`config.mk`:
```
export PLATFORM = sky130hd
export DESIGN_NAME = rx_msg_parser
export DESIGN_NICKNAME = d
export VERILOG_FILES = /design/src/rtl/rx_msg_parser.sv
export SDC_FILE = /design/constraint.sdc
export NUM_CORES = 1
export LEC_CHECK = 0
export CORE_MARGIN = 5
export CORE_UTILIZATION = 45
export DETAILED_ROUTE_END_ITERATION = 7
export PLACE_DENSITY = 0.69
export SYNTH_ARGS = -nofsm -noshare
export SYNTH_HDL_FRONTEND = slang
export SYNTH_SLANG_ARGS = --single-unit
```
`constraint.sdc`:
```
create_clock -name sys_clk -period 2.9 [get_ports sys_clk]
set_clock_uncertainty 0.15 [all_clocks]
set_input_delay 0.87 -clock sys_clk [delete_from_list [all_inputs] [get_ports sys_clk]]
set_output_delay 0.87 -clock sys_clk [all_outputs]
set_load 0.01 [all_outputs]
```
`src/rtl/rx_msg_parser.sv`:
```
// Tagged-field ASCII message parser: "{" field ("," field)* "}", field = 'A'-'Z' + NUM_DIGITS digits.
// Optional inter-byte timeout is compiled in when the RX_TIMEOUT_EN macro is defined.
module rx_msg_parser #(
  parameter int NUM_FIELDS     = 3,
  parameter int NUM_DIGITS     = 4,
  parameter int VAL_W          = 14,
  parameter int TIMEOUT_CYCLES = 100000
) (
  input  logic                        sys_clk,
  input  logic                        rst_n,
  input  logic                        clk_enable,
  input  logic [7:0]                  rx_data,
  input  logic                        rx_done,
  output logic [NUM_FIELDS*8-1:0]     field_tag,
  output logic [NUM_FIELDS*VAL_W-1:0] field_val,
  output logic                        msg_valid,
  output logic                        msg_error,
  output logic [1:0]                  err_code,
  output logic                        busy,
  output logic [1:0]                  dbg_state
);

  typedef enum logic [1:0] {S_IDLE, S_TAG, S_DIGIT, S_SEP} state_t;

  localparam logic [2:0] LAST_IDX = 3'(NUM_FIELDS - 1);
  localparam logic [2:0] LAST_DIG = 3'(NUM_DIGITS - 1);

  if (NUM_FIELDS < 1 || NUM_FIELDS > 8 || NUM_DIGITS < 1 || NUM_DIGITS > 6 ||
      TIMEOUT_CYCLES < 1) begin : g_bad_param
    $error("rx_msg_parser: parameter out of range");
  end

  state_t           state, state_d;
  logic [2:0]       idx, dcnt;
  logic [VAL_W-1:0] acc, acc_next;
  logic [7:0]       sh_tag [NUM_FIELDS];
  logic [VAL_W-1:0] sh_val [NUM_FIELDS];

  logic       byte_ok, timeout_hit;
  logic       is_lbrace, is_rbrace, is_comma, is_letter, is_digit;
  logic       ld_tag, dig_step, idx_clr, idx_inc, commit, err_set;
  logic [1:0] err_code_d;

  // Handshake: rx_done is a strobe with no back-pressure; a byte is consumed
  // on a rising edge where rx_done && clk_enable, otherwise it is lost.
  assign byte_ok   = rx_done && clk_enable;
  assign is_lbrace = (rx_data == 8'h7B);
  assign is_rbrace = (rx_data == 8'h7D);
  assign is_comma  = (rx_data == 8'h2C);
  assign is_letter = (rx_data >= 8'h41) && (rx_data <= 8'h5A);
  assign is_digit  = (rx_data >= 8'h30) && (rx_data <= 8'h39);
  assign acc_next  = (acc << 3) + (acc << 1) + VAL_W'(rx_data[3:0]);

  assign busy      = (state != S_IDLE);
  assign dbg_state = state;

`ifdef RX_TIMEOUT_EN
  localparam int TO_W = $clog2(TIMEOUT_CYCLES + 1);
  logic [TO_W-1:0] to_cnt;

  assign timeout_hit = clk_enable && !rx_done && (state != S_IDLE) &&
                       (to_cnt == TO_W'(TIMEOUT_CYCLES - 1));

  always_ff @(posedge sys_clk or negedge rst_n) begin
    if (!rst_n) begin
      to_cnt <= '0;
    end else if (clk_enable) begin
      if (state == S_IDLE || rx_done || timeout_hit) to_cnt <= '0;
      else                                           to_cnt <= to_cnt + TO_W'(1);
    end
  end
`else
  assign timeout_hit = 1'b0;
`endif

  always_ff @(posedge sys_clk or negedge rst_n) begin
    if (!rst_n)          state <= S_IDLE;
    else if (clk_enable) state <= state_d;
  end

  always_comb begin
    state_d    = state;
    ld_tag     = 1'b0;
    dig_step   = 1'b0;
    idx_clr    = 1'b0;
    idx_inc    = 1'b0;
    commit     = 1'b0;
    err_set    = 1'b0;
    err_code_d = 2'd0;
    if (timeout_hit) begin
      state_d    = S_IDLE;
      err_set    = 1'b1;
      err_code_d = 2'd2;
    end else if (byte_ok) begin
      if (is_lbrace) begin
        // '{' always restarts; mid-message it also reports the broken frame
        state_d = S_TAG;
        idx_clr = 1'b1;
        err_set = (state != S_IDLE);
      end else begin
        case (state)
          S_TAG: begin
            if (is_letter) begin
              ld_tag  = 1'b1;
              state_d = S_DIGIT;
            end else begin
              err_set = 1'b1;
              state_d = S_IDLE;
            end
          end
          S_DIGIT: begin
            if (is_digit) begin
              dig_step = 1'b1;
              if (dcnt == LAST_DIG) state_d = S_SEP;
            end else begin
              err_set = 1'b1;
              state_d = S_IDLE;
            end
          end
          S_SEP: begin
            state_d = S_IDLE;
            if (is_comma && idx != LAST_IDX) begin
              idx_inc = 1'b1;
              state_d = S_TAG;
            end else if (is_rbrace && idx == LAST_IDX) begin
              commit = 1'b1;
            end else if (is_comma || is_rbrace) begin
              err_set    = 1'b1;
              err_code_d = 2'd1;
            end else begin
              err_set = 1'b1;
            end
          end
          default: ;
        endcase
      end
    end
  end

  always_ff @(posedge sys_clk or negedge rst_n) begin
    if (!rst_n) begin
      idx       <= '0;
      dcnt      <= '0;
      acc       <= '0;
      field_tag <= '0;
      field_val <= '0;
      msg_valid <= 1'b0;
      msg_error <= 1'b0;
      err_code  <= 2'd0;
      for (int i = 0; i < NUM_FIELDS; i++) begin
        sh_tag[i] <= '0;
        sh_val[i] <= '0;
      end
    end else if (clk_enable) begin
      msg_valid <= commit;
      msg_error <= err_set;
      if (err_set) err_code <= err_code_d;

      if (idx_clr)      idx <= '0;
      else if (idx_inc) idx <= idx + 3'd1;

      if (ld_tag) begin
        acc  <= '0;
        dcnt <= '0;
      end else if (dig_step) begin
        acc  <= acc_next;
        dcnt <= dcnt + 3'd1;
      end

      // Shadow value tracks the running accumulator so it is final after the last digit
      for (int i = 0; i < NUM_FIELDS; i++) begin
        if (idx == 3'(i)) begin
          if (ld_tag)   sh_tag[i] <= rx_data;
          if (ld_tag)   sh_val[i] <= '0;
          if (dig_step) sh_val[i] <= acc_next;
        end
      end

      if (commit) begin
        for (int i = 0; i < NUM_FIELDS; i++) begin
          field_tag[i*8 +: 8]         <= sh_tag[i];
          field_val[i*VAL_W +: VAL_W] <= sh_val[i];
        end
      end
    end
  end

endmodule

```
==> results.toml, run 1 <==
[placed_design]
gp_congestion = 0.898
port_buffers = 83
dp_hpwl_mm = 10.8
dp_cells = 863
placed_area_um2 = 8470

[synth]
ys.warnings.count = 0
synth_edf_count = 0
yosys-top-cells-area = "dfrtp_1 56%, mux2_2 14%, ha_1 5.1%"
async_flop_share_pct = 100
synth_area_leader_cell = "dfrtp_1"
synth.yosys.seq_area_share_pct = 56.4
yosys-top-cells-count = "156 x dfrtp_1, 84 x mux2_2, 67 x nand2_1"
synth_fp_nets = 593
syn_area_um2 = 6920
syn_area_per_cell_um2 = 12.6
yosysMostFrequentCell = "dfrtp_1"
yosysUniqueCellTypes = 63
yosys_most_used_dff = "dfrtp_1"
netlist_instances = 551
synth_seq_cells = 156
synth_top_area_share_pct = 56.4

[critical_path]
cp.required_ps = 3110
cpPeakStageDelay_ps = 480
r2r_end = "sh_val[40]$_DFFE_PN0P_"
rrSetupSlack_ps = 240
crit_slowest_cell = "clkdlybuf4s50_1"
worstRegToRegCells = 9
rr_startpoint = "acc[2]$_DFFE_PN0P_"
critPathMaxFanout = 5
path_delay_family = "simple AND/OR/NAND/NOR gates"
cpMostUsedCell = "buf_12"
path_cells = "clkdlybuf4s50_1 > or3b_4 > and4bb_1 > and2_1 > buf_12 > nand2_2 > buf_12 > a211oi_4 > mux2_1"
start_kind = "input pin"
crit_buf_inv = 3
endpoint_kind = "register"
worstPathArrival_ps = 3050
criticalPathCategory = "in -> reg"

[layout]
fin_nets = 742
antennaDiodeCount = 0
areaGrowthSynthToFinish_pct = 32.8
drive_gt1_share_pct = 32.4
post-route-cell-area_um2 = 9190
final_cells = 901

[run]
maxCapViolCount = 0

[power]
power_mw = 4.89
p_leak_nw = 4.44
vdd_drop_max_mv = 0.406
powerDensity_nw_per_um2 = 532

[clock_network]
cts_htree_levels = 4
ctsHoldBuffers = 0
clkTransAtPathRegs_ps = 60
cts_buffer_depth = 2
cts_buffers = 17
cts.sinks = 156
clk_latency_ps = 420
cts_tree = "built"
cts_root_buf = "clkbuf_16"

[sta]
fmax_mhz = 352
max-slew-margin-rel_pct = 62.9
hold_viol = 0
finalSetupTns_ps = 0
worstMarginPinSlew_ps = 552
setup_violations = 0
slew_violations = 0
fin_crit_sh_pct = 97.9
rsz0062_at_grt = "true"
min_period_ps = 2840

[die]
num_io_pins = 85
coreArea_um2 = 15100
die_y_um = 134
start_util_pct = 45.7
die_x_um = 134
die_area_um2 = 18000
fp-row-count = 45

[global_routing]
grt_pass1_vias = 5019
grt_first_pass_wirelength_mm = 25.8
grt_max_degree = 53
grt_use_total_pct = 17.9
overflow = 0
antenna_found_initial = 0

[hold_path]
hold_path.class = "in -> async"

[route]
drt_wl_total_mm = 15.3
antenna_left = 0
firstDrtPassIters = 4
wire_per_inst_um = 17.0
vias_per_cell = 5.26
drtIter0Drc = 256
route.detailed.drc = 0
vias = 4741

[run_status]
outcome = "complete, no violations"
==> what timing repair did <==
action,in CTS,in global routing
endpoints found under the setup margin,44,123
resized for setup,9,15
gates cloned,0,0
setup buffers,1,5
pin swaps,6,10
==> how the worst max path moves through the flow <==
| stage | startpoint | to | slack, ps | cells past startpoint |
|---|---|---|---|---|
| after floorplan | rx_data[3] | acc[10]$_DFFE_PN0P_ | -200 | 10 |
| after global placement | rx_data[3] | sh_val[25]$_DFFE_PN0P_ | -750 | 11 |
| after detailed placement | rx_data[3] | sh_val[11]$_DFFE_PN0P_ | -820 | 11 |
| after CTS | rx_data[0] | sh_val[32]$_DFFE_PN0P_ | 10 | 7 |
| after global routing | rx_data[5] | field_val[11]$_DFFE_PN0P_ | -30 | 8 |
| final | rx_data[5] | sh_val[20]$_DFFE_PN0P_ | 60 | 9 |
==> layout by cell type, fill, tap and decap left out, types with 8 or more instances in the layout <==
master and n:
buf_4 62, clkbuf_16 17, clkdlybuf4s50_1 78, dfrtp_1 156
ha_1 25, inv_1 10, mux2_1 12, mux2_2 84
nand2_1 66, nand2b_1 8, nor2_1 9, o21ai_0 17
o21ai_1 27
==> sequential cells by signal, indices dropped and copies added, names as in the netlist, 2 cells and up <==
name,flops
acc,13
dbg_state,2
dcnt,3
field_tag,24
field_val,42
idx,3
sh_tag,24
sh_val,42
==> cell type report <==
| cell class | instances | area, µm² |
|---|---|---|
| well taps | 188 | 235 |
| clock buffers | 21 | 450 |
| inverters | 13 | 48.8 |
| fillers | 1164 | 5960 |
| multi-input cells | 361 | 2990 |
| repair buffers | 151 | 1400 |
| flip-flops and latches | 156 | 3900 |
| clock inverters | 11 | 165 |
==> cell families after synthesis <==
logic type | Yosys count | synth area share (%)
flops | 156 | 56.4
simple gates | 144 | 11.0
mux | 97 | 15.8
compound gates | 81 | 7.79
buf+inv | 34 | 2.28
fa+ha+maj | 30 | 5.64
xor+xnor | 8 | 1.01
other cells | 1 | 0.0542
==> where the power goes <==
| group | leakage (nW) | internal, mW | switching [mW] | total [mW] |
|---|---|---|---|---|
| clock network | 0.301 | 1.46 | 0.855 | 2.32 |
| logic | 1.97 | 0.145 | 0.160 | 0.305 |
| registers | 2.17 | 2.22 | 0.0436 | 2.27 |
==> layer usage <==
layer  part of all wire (%)  vias up  GRT usage, %
met5                      0        -             0
met1                     46     2369          24.0
met2                     47      124          28.6
met3                    5.3       27          4.99
met4                    2.0        0          5.54
li1                       -     2221             -
==> per-stage QoR <==
stage | util (%) | hold WS, ps | worst slack, ps
floorplan | - | 280 | -200
global placement | 55.9 | 299 | -754
detailed placement | 55.9 | 312 | -824
CTS | 60.2 | 251 | 9.58
global route | 60.7 | 278 | -31.6
finish | 60.7 | 246 | 60.6
==> worst register-to-register path, stage by stage (launching register included) <==
cell and delay (ps):
dfrtp_1 380, inv_1 80, fa_2 600, fa_2 210, nor2b_2 50, o31a_1 290
o2111ai_1 250, nand2_1 130, xnor2_2 290, o21ai_1 110
(Power assumes the default switching activity.)
==> run 2: changes to the inputs <==
Settings changed: CTS_CLUSTER_SIZE set to 8, GPL_TIMING_DRIVEN set to 0.
==> run 2 against run 1 <==
Against the previous run:
- cell count decreased by 2.9%
- sequential share of layout area increased by 1.1 points
- first-iteration DRC count increased by 11%
- core utilization decreased by 1.5 points
- sequential power about the same
- largest power group is now registers
- design area decreased by 2.5%
- critical path depth increased by 2
- highest routed layer unchanged
- non-clock buffer count decreased by 27
- worst hold slack improved by 0.82 ps
==> results.toml, run 2 (synthesis results as in run 1) <==
[run_status]
outcome = "complete, no violations"

[power]
intPower_mw = 3.73
netSwitchingFraction_pct = 22.0
p_clk_share_pct = 46.6
powerDensity_nw_per_um2 = 534
vdd_drop_max_mv = 0.408
power_mw = 4.78
p_seq_share_pct = 47.4
p_leak_nw = 4.31
p_comb_share_pct = 6.0
p_sw_mw = 1.05

[die]
die_y_um = 134
fp-row-count = 45
die_x_um = 134
coreArea_um2 = 15100
start_util_pct = 45.7
num_io_pins = 85
die_area_um2 = 18000

[sta]
worstMarginPinSlew_ps = 793
slew_violations = 0
hold_viol = 0
fmax_mhz = 348
min_period_ps = 2870
max-slew-margin-rel_pct = 47.1
fin_crit_sh_pct = 99.1
layout_setup_ws_ps = 27.3
setup_violations = 0

[layout]
reg_top3 = "field_val: 42 flops, sh_val: 42 flops"
drive_gt1_share_pct = 28.4
final_core_util_pct = 59.1
antennaDiodeCount = 0
layout_commonest_cell = "dfrtp_1"
areaGrowthSynthToFinish_pct = 29.4
regArea_um2 = 3900
num-fill-cells = 1177
final_cell_mix = "156 x dfrtp_1, 84 x mux2_2, 74 x clkdlybuf4s50_1, 67 x nand2_1, 28 x o21ai_1"
fin_nets = 716
final_cells = 875
multiInputGateArea_um2 = 2990

[critical_path]
endpoint_kind = "register"
cpPeakStageDelay_ps = 560
cp.required_ps = 3050
crit_buf_inv = 3
path_cells = "buf_8 > inv_2 > fa_2 > fa_2 > nor2b_4 > o31a_1 > buf_4 > o2111ai_1 > nand2_1 > xnor2_2 > o21ai_1"
rr_startpoint = "acc[2]$_DFFE_PN0P_"
start_kind = "input pin"
crit_slowest_cell = "fa_2"
worstPathArrival_ps = 3020
criticalPathCategory = "in -> reg"
critPathMaxFanout = 9
startpoint = "rx_data[3]"
path_delay_family = "adder cells"
cpMostUsedCell = "fa_2"

[clock_network]
cts_buffers = 17
cts_buffer_depth = 2
cts_htree_levels = 4
ctsHoldBuffers = 0
cts_tree = "built"
clk_latency_ps = 420
cts_root_buf = "clkbuf_16"
clkTransAtPathRegs_ps = 60
cts.sinks = 156

[route]
vias_per_cell = 5.32
drt_wl_total_mm = 15.6
drtIter0Drc = 283
route.detailed.drc = 0
firstDrtPassIters = 5
wire_per_inst_um = 17.8
vias = 4656
antenna_left = 0

[hold_path]
hold_path.class = "in -> async"

[placed_design]
gp_congestion = 0.880
dp_slack_ps = -1140
dp_hpwl_mm = 10.9
dp_cells = 822
port_buffers = 82

[global_routing]
antenna_found_initial = 0
grt_use_total_pct = 18.1
overflow = 0
grt_max_degree = 105
grt_pass1_vias = 5004
grt_first_pass_wirelength_mm = 25.7

[run]
maxCapViolCount = 0
[run 2: changes by cell type in the layout (fill, tap and decap cells not counted), sizes merged]
cell	change
bufinv	-2
buf	-31
clkinv	-1
clkdlybuf4s50	-4
o211ai	+1
clkinvlp	+1
dlygate4sd2	+2
clkdlybuf4s15	-1
dlymetal6s2s	+2
clkbuf	+7
[run 2: final cells by class]
| cell class | instances | share of cell area, % |
|---|---|---|
| Multi-Input combinational cell | 362 | 33.4 |
| Clock inverter | 9 | 1.20 |
| Clock buffer | 23 | 5.56 |
| Timing Repair Buffer | 104 | 11.5 |
| Inverter | 13 | 0.545 |
| Sequential cell | 156 | 43.6 |
| Buffer | 20 | 1.62 |
| Tap cell | 188 | 2.63 |
[run 2: worst paths after layout]
path	to	cells after the start	slack, ps
max	sh_val[26]$_DFFE_PN0P_	11	30
min	field_val[27]$_DFFE_PN0P_	1	250
max reg2reg	sh_val[26]$_DFFE_PN0P_	10	100
min reg2reg	sh_tag[14]$_DFFE_PN0P_	1	320
max in group asynchronous	field_tag[18]$_DFFE_PN0P_	2	1500
min in group sys_clk	sh_tag[14]$_DFFE_PN0P_	1	320
[run 2: what timing repair did]
| action | in CTS | in global routing |
|---|---|---|
| gates resized for setup | 18 | 16 |
| pin swaps | 13 | 8 |
| buffers inserted | 14 | 5 |
| cloned | 0 | 3 |
| setup endpoints to repair | 110 | 67 |
[run 2: power groups by stage]
stage	clock network, mW	registers, mW	logic [mW]
floorplan	0	2.29	0.133
global placement	0	2.29	0.274
detailed placement	0	2.29	0.287
CTS	2.28	2.26	0.295
global route	2.38	2.27	0.316
finish	2.23	2.26	0.287
[run 2: through the flow]
step                      hold WS, ps  TNS [ps]  cell area [µm²]
final                             247         0             8950
after global routing              275     -37.3             8950
after CTS                         255         0             8860
after detailed placement          307    -87320             8090
after global placement            297   -877560             8060
after floorplan                   280     -2050             7000
[run 2: worst register-to-register path: cells and delay by family (launching register included)]
kind | cells | cell delay [ps]
fa+ha+maj | 2 | 860
compound gates | 3 | 560
flops | 1 | 390
xor+xnor | 1 | 290
buf+inv | 2 | 240
simple gates | 2 | 200
[run 2: metal layers]
layer / global-route usage (%) / up-vias / wire (µm) / share of wire, %
met3: 5.78 / 21 / 964 / 6.2
met2: 29.6 / 128 / 7570 / 49
met5: 0 / - / 0 / 0
met4: 6.17 / 0 / 245 / 1.6
li1: - / 2183 / - / -
met1: 22.9 / 2324 / 6820 / 44
==> run 3: changes to the inputs <==
Settings changed: CORE_UTILIZATION 45 to 40, GPL_TIMING_DRIVEN 0 to not set, PLACE_DENSITY 0.69 to not set.
==> run 3 against run 2 <==
Against the previous run:
- count of clock-buffer cells in the layout is 3 lower
- global-route usage is 1.4 points lower
- critical path type unchanged
- sequential share of layout area decreased by 1.4 points
- worst hold slack lost 4.1 ps
- worst setup slack better by 3.0 ps
- sequential power is essentially flat
- register-to-register slack better by 40 ps
- first-iteration DRC count fell by 19%
==> results.toml, run 3 (synthesis results as in run 1) <==
[critical_path]
startpoint = "rx_data[3]"
critPathMaxFanout = 5
cp.required_ps = 3100
criticalPathCategory = "in -> reg"
endpoint_kind = "register"
worstPathArrival_ps = 3070
rrSetupSlack_ps = 140
worstRegToRegCells = 10
start_kind = "input pin"
rr_startpoint = "acc[2]$_DFFE_PN0P_"
r2r_end = "sh_val[41]$_DFFE_PN0P_"
endpoint = "sh_val[41]$_DFFE_PN0P_"

[layout]
final_core_util_pct = 54.0
post-route-cell-area_um2 = 9240
layout_commonest_cell = "dfrtp_1"
final_cells = 939
final_cell_mix = "156 x dfrtp_1, 84 x mux2_2, 79 x clkdlybuf4s50_1, 66 x nand2_1, 62 x buf_4"
fin_nets = 743
antennaDiodeCount = 0
reg_top3 = "field_val: 42 flops, sh_val: 42 flops"
drive_gt1_share_pct = 32.5
areaGrowthSynthToFinish_pct = 33.5

[route]
wire_per_inst_um = 16.9
route.detailed.drc = 0
antenna_left = 0
vias = 4706
firstDrtPassIters = 4
drtIter0Drc = 229
vias_per_cell = 5.01
drt_wl_total_mm = 15.8

[hold_path]
hold_path.class = "in -> async"

[die]
die_x_um = 142
start_util_pct = 40.4
die_y_um = 142
die_area_um2 = 20000
fp-row-count = 48
num_io_pins = 85
coreArea_um2 = 17100

[placed_design]
dp_cells = 905
placed_area_um2 = 8590
gp_congestion = 0.843
dp_slack_ps = -868
dp_hpwl_mm = 11.7
port_buffers = 83

[global_routing]
antenna_found_initial = 0
grt_pass1_vias = 5121
grt_max_degree = 64
grt_first_pass_wirelength_mm = 26.3
grt_use_total_pct = 16.7
overflow = 0

[sta]
max-slew-margin-rel_pct = 61.1
slew_violations = 0
min_period_ps = 2870
fmax_mhz = 348
layout_setup_ws_ps = 30.3
fin_crit_sh_pct = 99.0
finalSetupTns_ps = 0
worstMarginPinSlew_ps = 578
hold_ws_ps = 243
setup_violations = 0
hold_viol = 0

[clock_network]
cts_tree = "built"
cts.sinks = 156
cts_root_buf = "clkbuf_16"
cts_buffer_depth = 2
clkTransAtPathRegs_ps = 60
cts_buffers = 17
cts_htree_levels = 4
clk_latency_ps = 420

[power]
powerDensity_nw_per_um2 = 517
vdd_drop_max_mv = 0.398
power_mw = 4.78
p_leak_nw = 4.46

[run]
maxCapViolCount = 0

[run_status]
outcome = "complete, no violations"
[run 3: layout make-up]
class | count | area, µm²
fillers | 1476 | 7880
inverters | 13 | 48.8
well taps | 225 | 282
clock buffers | 20 | 457
clock inverters | 12 | 136
repair buffers | 152 | 1440
flip-flops and latches | 156 | 3900
multi-input cells | 361 | 2980
[run 3: layer usage]
metal  track usage, %  wire [µm]
met1             21.2       6920
met2             27.4       7900
met3             4.99        761
met4             5.56        245
met5                0          0
[run 3: worst min-delay path by stage]
stage | to | slack (ps)
floorplan | sh_tag[14]$_DFFE_PN0P_ | 280
global placement | sh_tag[6]$_DFFE_PN0P_ | 300
detailed placement | sh_tag[14]$_DFFE_PN0P_ | 300
CTS | field_val[13]$_DFFE_PN0P_ | 250
global route | field_val[13]$_DFFE_PN0P_ | 270
finish | field_val[36]$_DFFE_PN0P_ | 240
[run 3: where the power goes]
group / switching, mW / internal, mW
Sequential: 0.0467 / 2.22
Combinational: 0.160 / 0.141
Clock: 0.891 / 1.32
[run 3: worst max-delay path, cell delays in order]
cell      delay (ps)
buf_4            100
inv_2             40
fa_2             560
inv_1             60
ha_2             320
nand3_2           80
a21oi_2          120
and3b_2          280
o211ai_1         380
a211oi_4          90
o21ai_1          150
[run 3: what timing repair did]
| action | in CTS | in global routing |
|---|---|---|
| setup endpoints to repair | 67 | 53 |
| hold endpoints to repair | 0 | 0 |
| pin swaps | 4 | 7 |
| hold buffers | 0 | 0 |
| resized for setup | 9 | 14 |
| cloned | 0 | 0 |
| buffers inserted | 1 | 1 |
